$ cat src/rtl/reg_pipe_stage.sv
// Generic valid/ready pipeline stage register with optional skid slot,
// synchronous flush and a saturating back-pressure stall counter.
module reg_pipe_stage #(
  parameter int                DATA_W  = 96,
  parameter logic [DATA_W-1:0] RST_VAL = '0,
  parameter bit                SKID    = 1'b1,
  parameter int                CNT_W   = 16
) (
  input  logic              clk,
  input  logic              rst_n,
  input  logic              flush,
  input  logic              in_valid,
  output logic              in_ready,
  input  logic [DATA_W-1:0] in_data,
  output logic              out_valid,
  input  logic              out_ready,
  output logic [DATA_W-1:0] out_data,
  output logic [1:0]        occupancy,
  output logic [CNT_W-1:0]  stall_cnt
);

  typedef enum logic [1:0] {
    EMPTY = 2'd0,
    ONE   = 2'd1,
    FULL  = 2'd2
  } state_e;

  state_e            state_q;
  state_e            state_d;
  logic [DATA_W-1:0] main_q;
  logic [DATA_W-1:0] main_d;
  logic [DATA_W-1:0] skid_q;
  logic [DATA_W-1:0] skid_d;
  logic [CNT_W-1:0]  cnt_q;
  logic              accept;
  logic              pop;

  always_ff @(posedge clk or negedge rst_n) begin
    if (!rst_n) begin
      state_q <= EMPTY;
      main_q  <= RST_VAL;
      skid_q  <= RST_VAL;
    end else begin
      state_q <= state_d;
      main_q  <= main_d;
      skid_q  <= skid_d;
    end
  end

  // main always holds the older payload; skid only fills under back-pressure
  always_comb begin
    state_d = state_q;
    main_d  = main_q;
    skid_d  = skid_q;
    if (flush) begin
      state_d = EMPTY;
      main_d  = RST_VAL;
      skid_d  = RST_VAL;
    end else begin
      unique case (state_q)
        EMPTY: begin
          if (accept) begin
            main_d  = in_data;
            state_d = ONE;
          end
        end
        ONE: begin
          unique case (1'b1)
            accept && pop: begin
              main_d = in_data;
            end
            !accept && pop: begin
              main_d  = RST_VAL;
              state_d = EMPTY;
            end
            accept && !pop: begin
              if (SKID) begin
                skid_d  = in_data;
                state_d = FULL;
              end
            end
            default: ;
          endcase
        end
        FULL: begin
          if (pop) begin
            main_d  = skid_q;
            skid_d  = RST_VAL;
            state_d = ONE;
          end
        end
        default: begin
          state_d = EMPTY;
          main_d  = RST_VAL;
          skid_d  = RST_VAL;
        end
      endcase
    end
  end

  // with a skid slot in_ready depends only on state, never on out_ready
  always_comb begin
    out_valid = (state_q != EMPTY);
    if (SKID) begin
      in_ready = (state_q != FULL);
    end else begin
      in_ready = !out_valid || out_ready;
    end
    accept = in_valid && in_ready;
    pop    = out_valid && out_ready;
  end

  always_ff @(posedge clk or negedge rst_n) begin
    if (!rst_n) begin
      cnt_q <= '0;
    end else if (out_valid && !out_ready
                 && (cnt_q != {CNT_W{1'b1}})) begin
      cnt_q <= cnt_q + CNT_W'(1);
    end
  end

  assign out_data  = main_q;
  assign occupancy = state_q;
  assign stall_cnt = cnt_q;

endmodule

$ cat config.mk
export PLATFORM = sky130hd
export DESIGN_NAME = reg_pipe_stage
export DESIGN_NICKNAME = d
export VERILOG_FILES = /design/src/rtl/reg_pipe_stage.sv
export SDC_FILE = /design/constraint.sdc
export NUM_CORES = 1
export LEC_CHECK = 0
export ABC_AREA = 1
export CORE_AREA = 2 2 228 140
export CTS_CLUSTER_DIAMETER = 50
export CTS_CLUSTER_SIZE = 16
export DETAILED_ROUTE_END_ITERATION = 10
export DIE_AREA = 0 0 230 142
export GPL_ROUTABILITY_DRIVEN = 1
export HOLD_SLACK_MARGIN = 0.12
export SYNTH_ARGS = -nofsm -noshare
export SYNTH_HDL_FRONTEND = slang
export SYNTH_SLANG_ARGS = --single-unit
$ cat constraint.sdc
create_clock -name clk -period 1.5 [get_ports clk]
set_input_delay 0.225 -clock clk [delete_from_list [all_inputs] [get_ports clk]]
set_output_delay 0.225 -clock clk [all_outputs]
set_load 0.05 [all_outputs]
==> results by group <==
Worst setup path
  • Setup Crit Path Kind: flop to flop
  • Worst path depth: 9
  • Critical path data arrival time: about 2.3 ns
  • Sum of buffers and inverters on the critical path: 5
  • Largest stage delay on the critical path: about 0.55 ns
  • Kind of start point of the critical path: flop
  • Worst setup startpoint: occupancy[1]
  • Cell count of the worst reg-to-reg path: 9
  • Worst setup path endpoint: skid_q[88]
  • Terminus of the critical flop-to-flop path: skid_q[88]
  • WP data required: 1.96 ns
  • Ordered cell list for the critical path: inv_4 -> nand3_4 -> buf_12 -> o21ai_4 -> buf_8 -> buf_6 -> clkbuf_16 -> nand2_1 -> o21ai_2
  • Gate family responsible for the most delay along the worst path: buffers and inverters
  • Kind of end point of the critical path: flop
  • Critical Path Slowest Stage Cell: sky130_fd_sc_hd__dfrtp_4
  • Setup slack of the worst register-to-register path: -0.30 ns
  • Largest driver fanout on the critical path: 6
  • Critical register-to-register path startpoint: occupancy[1]

CTS
  • Clk_lat worst skew: between 0.5 and 0.6 ns
  • Post-CTS clock slew at the launch and capture registers of the worst setup and hold paths: 0.07 ns
  • Maximum buffer depth of the clock tree: 3
  • Cell at the root of the clock tree: sky130_fd_sc_hd__clkbuf_16
  • CTS Buf Count: 22
  • Number of sinks driven by the clock tree: 210
  • Maximum level of the CTS H-tree: 1
  • Clock tree from TritonCTS: done

Synth
  • Synth Cell Area: 9380 um^2
  • Post-synthesis share of cell area spent on full adders, half adders and majority gates: less than 1%
  • Dominant combinational cell family by area after synthesis: simple AND/OR/NAND/NOR gates
  • Flop and latch count out of synthesis: 210
  • Ranking of synthesized cells by instance count: sky130_fd_sc_hd__nand2_1, sky130_fd_sc_hd__dfrtp_1, sky130_fd_sc_hd__o21ai_0, sky130_fd_sc_hd__inv_1, sky130_fd_sc_hd__clkbuf_1
  • Count of synthesis-stage warnings from yosys: 0
  • Main synth FF type: sky130_fd_sc_hd__dfrtp_1
  • Avg Inst Size Synth: just under 8 um^2
  • Post-synth net total: between 1,000 and 1,500
  • Xor and xnor area share after synthesis: less than 1%
  • Most frequently used cell type in the post-synthesis netlist: sky130_fd_sc_hd__nand2_1
  • Basic-gate share of the synthesized area counting and, or, nand and nor cells: between 20% and 30%
  • Synthesized netlist cell count: between 1,000 and 1,500
  • Share of synthesized area occupied by flip-flops and latches: 56.0%
  • Complex-gate fraction of the synthesized area: between 10% and 20%
  • Post-synth EDFFs: 0
  • Proportion of netlist area held by the largest area contributor: between 50 and 60%
  • Mux share of post-synthesis cell area: 0%
  • Top area cells in the synthesized netlist: sky130_fd_sc_hd__dfrtp_1, sky130_fd_sc_hd__nand2_1, sky130_fd_sc_hd__o21ai_0
  • Async SR Flop Fraction: between 90% and 100%
  • Synth area leader: sky130_fd_sc_hd__dfrtp_1
  • Number of unique standard cell types used by synthesis: 23

Floorplanning
  • Core region area: 30,700 um^2
  • Die extent in y: about 140 um
  • Starting Density: 30.6%
  • Total die area: about 33,000 um^2
  • Site Rows: 50
  • Io pins: 217
  • Width of the die: 230 um

Route
  • Number of nets with antenna violations after routing: 0
  • Final routed wirelength across all metal layers: between 40,000 and 50,000 um
  • Via total after detailed routing: slightly below 10,000
  • Number of search-and-repair iterations in the first detailed-routing pass: 5
  • Residual DRC: 0
  • Routed len/inst: roughly 21 um
  • Number of vias per cell after detailed routing: 4.93
  • Initial detailed-routing violation count: 738

Place
  • Gpl congestion: 0.837
  • Total half-perimeter wirelength after legalization and detailed placement: around 18,000 um
  • Input/output buffers: 216
  • Placement-stage cell area: ~13,000 um^2
  • Placed cell count: between 1,500 and 2,000

Timing
  • Max Clock Skew: between 0.01 and 0.015 ns
  • Fraction of the cycle the final worst path needs: 120%
  • Tightest slew margin relative to the limit: 77.1%
  • Setup repair after global routing missed its margin: yes
  • Transition at the pin with the smallest max-transition slack: around 0.34 ns
  • Slew Viols, Final: 0
  • Setup total negative slack: -40.38 ns
  • Final critical-path setup slack: -0.296 ns
  • Worst-case hold slack: 0.160 ns
  • Time the worst path needs with I/O delays and setup: around 1.8 ns
  • Number of failing setup endpoints in the final timing report: ~210
  • Maximum clock frequency: 557 MHz
  • Final Hold Vio Count: 0

Pwr
  • Switching power summed over all nets: between 10,000 and 15,000 uW
  • Flop pwr share: 28.8%
  • Clk pwr share: about 22%
  • Power per standard cell area: 1490 nW/um^2
  • Internal portion of total power: ~15,000 uW
  • Post-route total power: around 26,000 uW
  • Sw frac: about two fifths
  • Worst VDD drop: 0.986 mV
  • LEAKAGE: 0.00891 uW
  • Gate power share: 49.0%

Cells and area
  • Fillers: between 2,000 and 3,000
  • # nets final: 1,648
  • Share of post-route cells with drive strength above 1: 47.2%
  • Post-route design area: around 18,000 um^2
  • Growth of design area from synthesis to finish: 87.5%
  • Layout Cells excl Fill: about 2,000
  • Number of diodes: 0

Outcome
  • Outcome: finished with violations
  • Failing checks: setup timing

Job
  • Max Cap Violations: 0

Global route
  • Wire length of the first global-routing pass: 57,900 um
  • GR Overflow Total: 0
  • Number of antenna violations at the first check in global routing: 0
  • Vias in the first global route: 9,353
  • Global router's overall resource usage: between 20% and 30%
  • Maximum number of pins on one net before global-route repair: 44

Hold path
  • Worst hold-check path type: input port to asynchronous set/reset pin
==> cells in the final DEF, fill, tap and decap left out, types with 3 or more instances in the layout <==
cell / n
sky130_fd_sc_hd__buf_12: 70
sky130_fd_sc_hd__buf_16: 39
sky130_fd_sc_hd__buf_4: 124
sky130_fd_sc_hd__buf_6: 28
sky130_fd_sc_hd__buf_8: 9
sky130_fd_sc_hd__clkbuf_16: 41
sky130_fd_sc_hd__clkdlybuf4s50_1: 99
sky130_fd_sc_hd__clkinv_4: 3
sky130_fd_sc_hd__dfrtp_1: 192
sky130_fd_sc_hd__dfrtp_2: 16
sky130_fd_sc_hd__inv_1: 110
sky130_fd_sc_hd__inv_4: 3
sky130_fd_sc_hd__inv_6: 3
sky130_fd_sc_hd__nand2_1: 326
sky130_fd_sc_hd__nand2_2: 145
sky130_fd_sc_hd__nand2_4: 70
sky130_fd_sc_hd__nand2_8: 8
sky130_fd_sc_hd__nand3_1: 11
sky130_fd_sc_hd__nand4_1: 4
sky130_fd_sc_hd__nor2_1: 18
sky130_fd_sc_hd__nor2_4: 4
sky130_fd_sc_hd__o21ai_0: 7
sky130_fd_sc_hd__o21ai_1: 45
sky130_fd_sc_hd__o21ai_2: 129
sky130_fd_sc_hd__o21ai_4: 25
sky130_fd_sc_hd__xor2_1: 7
==> what timing repair did <==
item,CTS,global route
setup buffers,55,26
gates resized for setup,292,430
endpoints found under the setup margin,213,215
hold buffers,1,0
hold endpoints to repair,210,0
gates cloned,53,18
pin swaps,45,80
==> sequential cells by signal (all words and copies together) (netlist names) <==
name	cells
occupancy	2
out_data	96
skid_q	96
stall_cnt	16
==> power groups by stage <==
stage	clock network, uW	registers [uW]	logic, uW
after CTS	5850	7380	11400
after global placement	0	7460	7610
final	5820	7520	12800
after global routing	6150	7620	13300
after floorplan	0	9560	2440
after detailed placement	0	7450	7690
==> per-layer routing <==
metal | vias to the layer above | routed length, um | GRT usage (%)
met2 | 334 | 18600 | 34.9
met3 | 71 | 2350 | 4.59
li1 | 4471 | - | -
met1 | 4878 | 19900 | 34.9
met5 | - | 0 | 0
met4 | 0 | 921 | 5.40
==> worst min path at each step <==
| stage | end | slack, ns | cells after the start |
|---|---|---|---|
| floorplan | out_data[0] | -0.07 | 0 |
| global placement | out_data[69] | 0.13 | 1 |
| detailed placement | out_data[76] | 0.13 | 1 |
| CTS | out_data[78] | 0.18 | 2 |
| global route | out_data[78] | 0.18 | 2 |
| finish | out_data[76] | 0.16 | 2 |
==> cell families after synthesis <==
logic type / count (synthesis)
and+or+nand+nor: 589
DFF: 210
AOI/OAI and AO/OA: 207
buffers and inverters: 177
xor gates and xnor gates: 8
adders and majority gates: 1
==> cell type report <==
class | count | area, um^2 | share of cell area, %
Timing Repair Buffer | 388 | 5310 | 30.2
Inverter | 115 | 465 | 2.65
Clock buffer | 26 | 597 | 3.40
Clock inverter | 14 | 146 | 0.833
Multi-Input combinational cell | 809 | 5260 | 29.9
Tap cell | 416 | 520 | 2.96
Sequential cell | 210 | 5280 | 30.0
==> through the flow <==
| step | worst slack [ns] | util [%] |
|---|---|---|
| finish | -0.296 | 57.3 |
| global route | -0.337 | 57.3 |
| CTS | -0.248 | 52.3 |
| detailed placement | -0.420 | 40.9 |
| global placement | -0.395 | 40.9 |
| floorplan | -0.112 | - |
==> worst register-to-register path: stages (launching register included) <==
cell and delay [ns]:
sky130_fd_sc_hd__dfrtp_4 0.55, sky130_fd_sc_hd__inv_4 0.11, sky130_fd_sc_hd__nand3_4 0.09, sky130_fd_sc_hd__buf_12 0.14, sky130_fd_sc_hd__o21ai_4 0.22, sky130_fd_sc_hd__buf_8 0.18
sky130_fd_sc_hd__buf_6 0.13, sky130_fd_sc_hd__clkbuf_16 0.16, sky130_fd_sc_hd__nand2_1 0.09, sky130_fd_sc_hd__o21ai_2 0.06
Power figures use the tool's default switching activity.
